`src/rtl/inst_fetch_align_pkg.sv`:
```
// Shared definitions for the Thumb-2 fetch/align block: FSM encoding,
// 32-bit prefix constants and the default reset PC.
package inst_fetch_align_pkg;

  localparam logic [31:0] RESET_PC_DEFAULT = 32'h0000_0000;

  localparam int unsigned QDEPTH = 4;

  localparam logic [4:0] PFX32_A = 5'b11101;
  localparam logic [4:0] PFX32_B = 5'b11110;
  localparam logic [4:0] PFX32_C = 5'b11111;

  typedef enum logic [1:0] {
    ST_IDLE      = 2'd0,
    ST_WAIT      = 2'd1,
    ST_WAIT_DROP = 2'd2
  } fetch_state_e;

  function automatic logic is_32bit_hw(input logic [15:0] hw);
    return (hw[15:11] == PFX32_A) || (hw[15:11] == PFX32_B) ||
           (hw[15:11] == PFX32_C);
  endfunction

  function automatic logic [31:0] word_addr(input logic [31:0] pc);
    return {pc[31:2], 2'b00};
  endfunction

endpackage

```
`src/rtl/inst_fetch_align_hw_queue.sv`:
```
// Four-entry circular halfword queue: push 0/1/2 at the tail, pop 0/1/2 at
// the head, and expose the two head entries for instruction assembly.
module hw_queue
  import inst_fetch_align_pkg::*;
(
  input  logic        clk,
  input  logic        rst_n,
  input  logic        flush_i,
  input  logic [1:0]  push_n_i,
  input  logic [15:0] push_hw0_i,
  input  logic [15:0] push_hw1_i,
  input  logic [1:0]  pop_n_i,
  output logic [2:0]  count_o,
  output logic [15:0] head0_o,
  output logic [15:0] head1_o
);

  logic [15:0] mem_q [QDEPTH];
  logic [1:0]  rd_q;
  logic [1:0]  rd_d;
  logic [2:0]  count_q;
  logic [2:0]  count_d;
  logic [1:0]  wr_ptr;
  logic [1:0]  wr_ptr_nx;
  logic [1:0]  rd_ptr_nx;

  assign wr_ptr    = rd_q + count_q[1:0];
  assign wr_ptr_nx = wr_ptr + 2'd1;
  assign rd_ptr_nx = rd_q + 2'd1;

  assign head0_o = mem_q[rd_q];
  assign head1_o = mem_q[rd_ptr_nx];
  assign count_o = count_q;

  // The caller guarantees count - pop + push stays within 0..4.
  always_comb begin
    rd_d    = rd_q;
    count_d = count_q;
    if (flush_i) begin
      count_d = 3'd0;
    end else begin
      rd_d    = rd_q + pop_n_i;
      count_d = count_q + {1'b0, push_n_i} - {1'b0, pop_n_i};
    end
  end

  always_ff @(posedge clk or negedge rst_n) begin
    if (!rst_n) begin
      rd_q    <= 2'd0;
      count_q <= 3'd0;
    end else begin
      rd_q    <= rd_d;
      count_q <= count_d;
    end
  end

  always_ff @(posedge clk) begin
    if (!flush_i) begin
      if (push_n_i != 2'd0) mem_q[wr_ptr] <= push_hw0_i;
      if (push_n_i == 2'd2) mem_q[wr_ptr_nx] <= push_hw1_i;
    end
  end

endmodule

```
`src/rtl/inst_fetch_align.sv`:
```
// Thumb-2 instruction fetch and alignment: fetches words from imem, splits
// them into halfwords and presents 16/32-bit instructions to decode.
module inst_fetch_align
  import inst_fetch_align_pkg::*;
#(
  parameter logic [31:0] RESET_PC = RESET_PC_DEFAULT
) (
  input  logic        clk,
  input  logic        rst_n,
  output logic        imem_req,
  output logic [31:0] imem_addr,
  input  logic        imem_ack,
  input  logic [31:0] imem_rdata,
  input  logic        branch_valid,
  input  logic [31:0] branch_target,
  output logic        inst_valid,
  input  logic        inst_ready,
  output logic [31:0] inst,
  output logic [31:0] inst_pc,
  output logic        inst_is32
);

  logic [2:0]   q_count;
  logic [15:0]  q_head0;
  logic [15:0]  q_head1;
  logic [1:0]   push_n;
  logic [1:0]   pop_n;
  logic [15:0]  push_hw0;
  logic         head_is32;
  logic         hs;
  logic         accept;
  logic         refill;
  logic [2:0]   count_next;
  logic [31:0]  branch_pc;

  fetch_state_e state_q;
  logic         req_q;
  logic [31:0]  addr_q;
  logic [31:0]  fetch_pc_q;
  logic [31:0]  fetch_pc_d;
  logic [31:0]  head_pc_q;
  logic [31:0]  head_pc_d;

  assign branch_pc  = {branch_target[31:1], 1'b0};
  assign head_is32  = is_32bit_hw(q_head0);
  assign inst_valid = (q_count != 3'd0) && (!head_is32 || (q_count >= 3'd2));
  assign hs         = inst_valid && inst_ready;

  // A redirect flushes the queue, so a same-cycle handshake needs no pop.
  assign pop_n    = (hs && !branch_valid) ? (head_is32 ? 2'd2 : 2'd1) : 2'd0;
  assign accept   = (state_q == ST_WAIT) && imem_ack && !branch_valid;
  assign push_n   = accept ? (fetch_pc_q[1] ? 2'd1 : 2'd2) : 2'd0;
  assign push_hw0 = fetch_pc_q[1] ? imem_rdata[31:16] : imem_rdata[15:0];

  assign count_next = branch_valid ? 3'd0
                                   : q_count + {1'b0, push_n} - {1'b0, pop_n};
  assign refill     = (count_next <= 3'd2);

  hw_queue u_queue (
    .clk        (clk),
    .rst_n      (rst_n),
    .flush_i    (branch_valid),
    .push_n_i   (push_n),
    .push_hw0_i (push_hw0),
    .push_hw1_i (imem_rdata[31:16]),
    .pop_n_i    (pop_n),
    .count_o    (q_count),
    .head0_o    (q_head0),
    .head1_o    (q_head1)
  );

  always_comb begin
    fetch_pc_d = fetch_pc_q;
    head_pc_d  = head_pc_q;
    if (branch_valid) begin
      fetch_pc_d = branch_pc;
      head_pc_d  = branch_pc;
    end else begin
      if (accept) fetch_pc_d = word_addr(fetch_pc_q) + 32'd4;
      if (hs)     head_pc_d  = head_pc_q + (head_is32 ? 32'd4 : 32'd2);
    end
  end

  always_ff @(posedge clk or negedge rst_n) begin
    if (!rst_n) begin
      fetch_pc_q <= RESET_PC;
      head_pc_q  <= RESET_PC;
    end else begin
      fetch_pc_q <= fetch_pc_d;
      head_pc_q  <= head_pc_d;
    end
  end

  // Only one fetch is ever outstanding; WAIT_DROP holds the bus stable until
  // the stale request is acknowledged, then discards its data.
  always_ff @(posedge clk or negedge rst_n) begin
    if (!rst_n) begin
      state_q <= ST_IDLE;
      req_q   <= 1'b0;
      addr_q  <= word_addr(RESET_PC);
    end else begin
      unique case (state_q)
        ST_IDLE: begin
          if (refill) begin
            state_q <= ST_WAIT;
            req_q   <= 1'b1;
            addr_q  <= word_addr(fetch_pc_d);
          end
        end
        ST_WAIT: begin
          if (imem_ack) begin
            if (refill) begin
              addr_q <= word_addr(fetch_pc_d);
            end else begin
              state_q <= ST_IDLE;
              req_q   <= 1'b0;
            end
          end else if (branch_valid) begin
            state_q <= ST_WAIT_DROP;
          end
        end
        ST_WAIT_DROP: begin
          if (imem_ack) begin
            state_q <= ST_IDLE;
            req_q   <= 1'b0;
          end
        end
        default: begin
          state_q <= ST_IDLE;
          req_q   <= 1'b0;
        end
      endcase
    end
  end

  assign imem_req  = req_q;
  assign imem_addr = addr_q;
  assign inst      = inst_valid ? {q_head0, (head_is32 ? q_head1 : 16'h0000)} : 32'h0;
  assign inst_is32 = inst_valid && head_is32;
  assign inst_pc   = head_pc_q;

endmodule

```
`config.mk`:
```
export PLATFORM = sky130hd
export DESIGN_NAME = inst_fetch_align
export DESIGN_NICKNAME = d
export VERILOG_FILES = /design/src/rtl/inst_fetch_align_pkg.sv /design/src/rtl/inst_fetch_align_hw_queue.sv /design/src/rtl/inst_fetch_align.sv
export SDC_FILE = /design/constraint.sdc
export NUM_CORES = 1
export LEC_CHECK = 0
export ABC_AREA = 1
export CORE_UTILIZATION = 55
export DETAILED_ROUTE_END_ITERATION = 12
export GPL_TIMING_DRIVEN = 0
export PLACE_DENSITY = 0.87
export SYNTH_ARGS = -nofsm -noshare
export SYNTH_HDL_FRONTEND = slang
export SYNTH_SLANG_ARGS = --single-unit
```
`constraint.sdc`:
```
create_clock -name clk -period 9 [get_ports clk]
set_clock_uncertainty 0.2 [all_clocks]
set_input_delay 0.9 -clock clk [delete_from_list [all_inputs] [get_ports clk]]
set_output_delay 0.9 -clock clk [all_outputs]
set_load 0.01 [all_outputs]
```
## Word level (Yosys, flattened, before mapping)

Memory sizes are Yosys's and may differ from the RTL's.
Index checks and enable logic that the tools add are counted.

- Magnitude comparators: 2
- Multipliers: 0
- Bitwise logic cells: 0
- Shifts and indexed selects: 0
- Reductions and logical operators: 20
- Equal/unequal tests: 12
- Add/sub/neg operators: 8
- Multiplexer cells: 33
- Div/mod/pow operators: 0

Operator list:

| operator | count |
|---|---|
| 32-bit two-way mux | 7 |
| 32-bit one-hot mux with 2 select lines | 1 |
| 32-bit by 3-bit adder with 32-bit output | 1 |
| 32-bit by 3-bit adder with 32-bit output (second input constant) | 1 |
| 16-bit two-way mux | 2 |
| 2-bit two-way mux | 9 |
| 5-bit equality test (second input constant) | 3 |
| 1-bit two-way mux | 10 |
| 2-bit inequality test (second input constant) | 4 |
| 4-bit AND reduction | 2 |
| 2-bit nonzero test | 4 |
| 1-bit logical AND | 6 |
| 3-bit two-way mux | 2 |
| 3-bit inequality test (second input constant) | 2 |
| 2-bit one-hot mux with 3 select lines | 1 |
| 2-bit by 1-bit adder with 2-bit output (second input constant) | 2 |
| 2-bit adder | 2 |
| 2-bit equality test (second input constant) | 2 |
| 3-bit by 2-bit adder with 3-bit output | 1 |
| 3-bit by 2-bit >= comparator with 1-bit output (second input constant) | 1 |
| 3-bit by 2-bit <= comparator with 1-bit output (second input constant) | 1 |
| 1-bit logical OR | 3 |
| 1-bit one-hot mux with 3 select lines | 1 |
| 3-bit nonzero test | 1 |
| 5 further kinds | 6 |

- Output and inout bits: 99
- ROM bits: 0
- Bits of input ports: 69
- Register bits: 104
- Memories: 1
- Latch bits: 0
- Logic and storage cells: 84
- Bits in writable memories: 64

Memories:

| memory | depth | width | rd ports | clocked after Yosys merged registers in | write ports | line | source |
|---|---|---|---|---|---|---|---|
| u_queue.mem_q | 4 | 16 | 2 | 0 | 2 | inst_fetch_align_hw_queue.sv:18 | `logic [15:0] mem_q [QDEPTH];` |

## Longest topological paths before layout

An unclocked memory read counts as a cell.

- Depth after elaboration: 16
- Depth in mapped cells: 27
- Gate-level depth less buffers: 24

## By module

A second synthesis with hierarchy kept.

- Cell total of the unflattened synthesis: 1423
- Area, all modules: 10217.3 um^2

By module, submodules not included:

| module | cells each | area an instance (um^2) | times used |
|---|---|---|---|
| inst_fetch_align | 897 | 6063.3 | 1 |
| hw_queue | 526 | 4154.0 | 1 |

## Worst setup path before layout

Ideal clock, no wire load.

- Path kind: reg2reg
- Start: register u_queue.rd_q[0]
- End: register addr_q[10] (netlist: imem_addr[10])
- Arrival time: 3.338 ns
- Path buffers: 4
- Library setup time: 0.066 ns
- Required time: 8.734 ns
- Setup slack: 5.396 ns
- Cell stages (with the launch flop): 21
- Path through: dfrtp_1 buf_6 inv_4 buf_6 nand2_1 nand3_1 nand3_1 nand3_1 nand3_2 buf_2 nor3_1 fa_1 fa_1 nor2_1 nand2_1 nand2_1 inv_1 o21ai_0 clkbuf_1 nand2_1 nand2_1

- Cells in the longest elaborated chain, start to end: 16
- Elaborated cells between the ends (all ways): 19
- Classes of those cells: 1 x add/sub; 1 x order compare; 3 x eq/ne; 6 x mux; 7 x reduce/logical; 1 x memory

RTL lines:

| what | line | source |
|---|---|---|
| start: declaration | inst_fetch_align_hw_queue.sv:19 | `logic [1:0] rd_q;` |
| start signal: assignment | inst_fetch_align_hw_queue.sv:52 | `rd_q <= rd_d;` |
| memory read 4 x 16 bit (*) | - |  |
| 5-bit equality test | inst_fetch_align_pkg.sv:20 | `return (hw[15:11] == PFX32_A) \|\| (hw[15:11] == PFX32_B) \|\|` |
| 1-bit logical OR | inst_fetch_align_pkg.sv:20 |  |
| 1-bit logical OR (*) | inst_fetch_align_pkg.sv:20 |  |
| 1-bit logical NOT | inst_fetch_align.sv:46 | `assign inst_valid = (q_count != 3'd0) && (!head_is32 \|\| (q_count >= 3'd2));` |
| 1-bit logical OR | inst_fetch_align.sv:46 |  |
| 1-bit logical AND | inst_fetch_align.sv:46 |  |
| 1-bit logical AND | inst_fetch_align.sv:47 | `assign hs = inst_valid && inst_ready;` |
| 1-bit logical AND | inst_fetch_align.sv:50 | `assign pop_n = (hs && !branch_valid) ? (head_is32 ? 2'd2 : 2'd1) : 2'd0;` |
| 2-bit two-way mux (*) | inst_fetch_align.sv:50 |  |
| 3-bit by 2-bit subtractor with 3-bit output (*) | inst_fetch_align.sv:56 | `: q_count + {1'b0, push_n} - {1'b0, pop_n};` |
| 3-bit two-way mux (*) | inst_fetch_align.sv:55 | `assign count_next = branch_valid ? 3'd0` |
| named net count_next[1] | inst_fetch_align.sv:33 | `logic [2:0] count_next;` |
| 3-bit by 2-bit <= comparator with 1-bit output (*) | inst_fetch_align.sv:57 | `assign refill = (count_next <= 3'd2);` |
| 32-bit two-way mux (*) | - |  |
| 32-bit two-way mux | - |  |
| 32-bit one-hot mux with 2 select lines (*) | - |  |
| end signal: assignment | inst_fetch_align.sv:100 | `addr_q <= word_addr(RESET_PC);` |
| end signal: assignment | inst_fetch_align.sv:107 | `addr_q <= word_addr(fetch_pc_d);` |
| end signal: assignment | inst_fetch_align.sv:113 | `addr_q <= word_addr(fetch_pc_d);` |
| end: declaration | inst_fetch_align.sv:38 | `logic [31:0] addr_q;` |

The timed path passes the listed nets; every way through them passes the cells marked *. The select of a mux whose other input is x is not followed.
A chain may end at the register's enable or synchronous reset.

## Worst setup path in the final report

- Start: register u_queue.rd_q[0]
- End: register addr_q[31] (netlist: imem_addr[31])

The elaborated chain is that of the path after synthesis.

==> results.toml <==
[outcome]
status = "finished with violations"
violations = "DRC"

[critical_path]
end_kind = "flop"
cp-start-kind = "flop"
path_max_fanout = 10
critPathMostFrequentCell = "nand2_1"
crit_chain = "buf_6 > inv_4 > buf_6 > nand2_1 > nand3_1 > nand3_1 > nand3_1 > nand3_2 > buf_2 > nor3_1 > fa_1 > fa_1 > nor2_1 > nand2_1 > nand2_1 > inv_1 > o21ai_0 > clkbuf_1 > nand2_1 > nand2_1"
slowest_delay_ns = 0.50
r2r_setup_slack_ns = 4.44
rr_endpoint = "imem_addr[31]"
reg2reg_from = "u_queue.rd_q[0]"
worstRegToRegCells = 20
cp.arrival_ns = 4.73
cp_slowest_cell = "fa_1"
crit_type = "flop to flop"
cp_data_required_time_ns = 9.17

[clock_network]
clk_pin_slew_ns = 0.07
cts_inserted_buffers = 17
htree_levels = 4
clock_latency_ns = 0.44
cts_tree = "built"
clockRootBuffer = "clkbuf_16"
cts_setup_buffers = 0
cts_resized = 0
cts.hold.buffers_added = 0
clock_path_buffers = 2
cts_sinks = 164

[finish]
drive_above_1_share_pct = 7.08
area_delta_synth_final_pct = 26.5
regArea_mm2 = 0.00442
fin_nets = 1548
n_fill_cell = 1359
antenna_cells = 0
multiInputGateArea_mm2 = 0.00459

[yosys]
synth_top_area_cell = "dfrtp_1"
ys_ff_latch = 164
yosysSeqAreaShare_pct = 45.2
synth_enable_flop_cells = 64
postSynthCellCount = 1284
syn_area_mm2 = 0.00978
synthDistinctLibCells = 48
synth_area_leaders = "dfrtp_1 (26%), edfxtp_1 (20%), nand2_1 (17%)"
yosysTopAreaCellShare_pct = 25.6
synthArstFlopShare_pct = 61.0
postSynthAreaPerCell_um2 = 7.62
synth_ff_type = "dfrtp_1"
synth_warnings = 0

[grt]
grt_start_max_net_pins = 58
track_usage_pct = 35.9
grt_pass1_vias = 9636
globalRoute.totalOverflow = 0
grt_pass1_wl_um = 49900
antenna_found_initial = 0

[timing]
setup_slack_ns = 4.44
setup_viol = 0
maxSlewViolCount = 0
whs_ns = 0.284
period_needed_ns = 4.56
timing.setup.tns_ns = 0
max_freq_mhz = 219
fin_crit_sh_pct = 50.6
slew_headroom_pct = 48.9
rsz0062_at_grt = "no"
tightest_slew_ns = 0.767
hold_violations = 0

[drt]
post_drt_wl_per_cell_um = 18.8
final_antenna_net_count = 0
wirelength_um = 32200
vias = 10199
drc = 2
drtPass1Iterations = 10
viasPerCell = 5.97
drt_iter0_markers = 1365

[floorplanning]
core_area_mm2 = 0.0174
die_h_um = 135
row_count = 48
dieArea_mm2 = 0.0183
boundaryPins = 168
start_util_pct = 56.3
die_w_um = 135

[hold_path]
min_to = "imem_addr[26]"
hold_class = "flop to flop"
min_path_cells = 2
hold_start = "imem_addr[26]"

[pwr]
p_per_area_mw_per_mm2 = 281
power_uw = 3470
leakage_uw = 0.00543
peakVddDrop_mv = 0.231

[run]
maxCapViolations = 0

[placement]
dp_hpwl_um = 23600
dp_slack_ns = 4.34
portBuffers = 162
gp_congestion = 0.970
power breakdown:
part	internal (µW)	leakage [µW]	switching (µW)
combinational	652	0.00334	989
clock	372	0.000285	350
sequential	962	0.00181	149
total	1990	0.00543	1490
flip-flops by register name, summed over array words and instances, names as in the netlist:
register	count
imem_addr	30
u_queue.count_o	3
u_queue.mem_q	64
u_queue.rd_q	2
state_q	2
imem_req	1
inst_pc	31
fetch_pc_q	31
layout make-up:
type / instances / share of cell area [%]
Sequential cell: 164 / 35.8
Inverter: 118 / 3.62
Multi-Input combinational cell: 939 / 37.1
Buffer: 65 / 2.77
Timing Repair Buffer: 166 / 13.7
Clock buffer: 17 / 3.44
Clock inverter: 15 / 1.30
Tap cell: 225 / 2.28
worst max-delay path: cells and delay by family, from the launching register on:
kind,cells,cell delay [ns]
DFF,1,0.41
adders and majority gates,2,1.00
and+or+nand+nor,11,1.55
buffers and inverters,6,1.09
AOI/OAI and AO/OA,1,0.23
metrics by stage:
step                      instances  utilization, %  cell area (µm²)
after floorplan                1286               -             9790
after global placement         1673            67.3            11700
after detailed placement       1677            67.9            11800
after CTS                      1709            71.3            12400
after global routing           1709            71.3            12400
final                          1709            71.3            12400
cell families after synthesis:
kind of cell / count (synthesis) / synth area share [%]
AOI/OAI and AO/OA: 214 / 12.8
xor gates and xnor gates: 27 / 2.42
adders and majority gates: 8 / 1.25
buffers and inverters: 183 / 8.09
DFF: 164 / 45.2
other: 1 / 0.0384
and+or+nand+nor: 687 / 30.1
cell usage in the layout, fill, tap and decap left out, types with 6 or more instances in the layout:
| master | netlist | layout |
|---|---|---|
| edfxtp_1 | 64 | 64 |
| clkbuf_16 | 0 | 17 |
| nand3_1 | 117 | 117 |
| o21ai_0 | 101 | 100 |
| nand2_1 | 442 | 442 |
| nor2_1 | 63 | 63 |
| o21ai_1 | 10 | 10 |
| xnor2_1 | 9 | 9 |
| a221oi_1 | 11 | 11 |
| buf_2 | 16 | 16 |
| xor2_1 | 18 | 18 |
| inv_1 | 114 | 114 |
| buf_4 | 11 | 12 |
| nand4_1 | 11 | 11 |
| clkdlybuf4s50_1 | 0 | 161 |
| clkbuf_1 | 31 | 31 |
| dfrtp_1 | 100 | 100 |
| nor3_1 | 23 | 23 |
| a211oi_1 | 7 | 6 |
| o22ai_1 | 25 | 24 |
| a21oi_1 | 32 | 32 |
| a31oi_1 | 7 | 7 |
metal layers:
metal / vias to the layer above / global-route usage [%] / part of all wire, %
met3: 103 / 8.42 / 13
met1: 4679 / 48.9 / 39
li1: 4643 / - / -
met4: 0 / 16.3 / 3.2
met2: 774 / 54.6 / 45
met5: - / 0 / 0
worst max-delay path by stage:
stage / slack, ns / end / from
3_3_place_gp: 3.09 / imem_req / rst_n
6_report: 4.44 / imem_addr[31] / u_queue.rd_q[0]
4_1_cts: 4.50 / imem_addr[31] / u_queue.rd_q[0]
3_5_place_dp: 4.34 / imem_addr[31] / inst_ready
2_1_floorplan: 5.40 / imem_addr[10] / u_queue.rd_q[0]
5_1_grt: 4.15 / imem_addr[31] / u_queue.rd_q[0]
cell usage after synthesis, types with 5 or more instances:
cell type  number
nand2_1       442
nor3_1         23
dfrtp_1       100
xnor2_1         9
buf_6           5
buf_4          11
nand4_1        11
inv_1         114
a211oi_2        5
o21ai_0       101
a221oi_1       11
nand3b_1        5
nor4_1          5
nor2_2          5
nor2_1         63
edfxtp_1       64
a211oi_1        7
o21ai_1        10
clkbuf_1       31
ha_1            5
a21oi_1        32
xor2_1         18
buf_2          16
nand3_1       117
o22ai_1        25
a31oi_1         7
(Power assumes the default switching activity.)
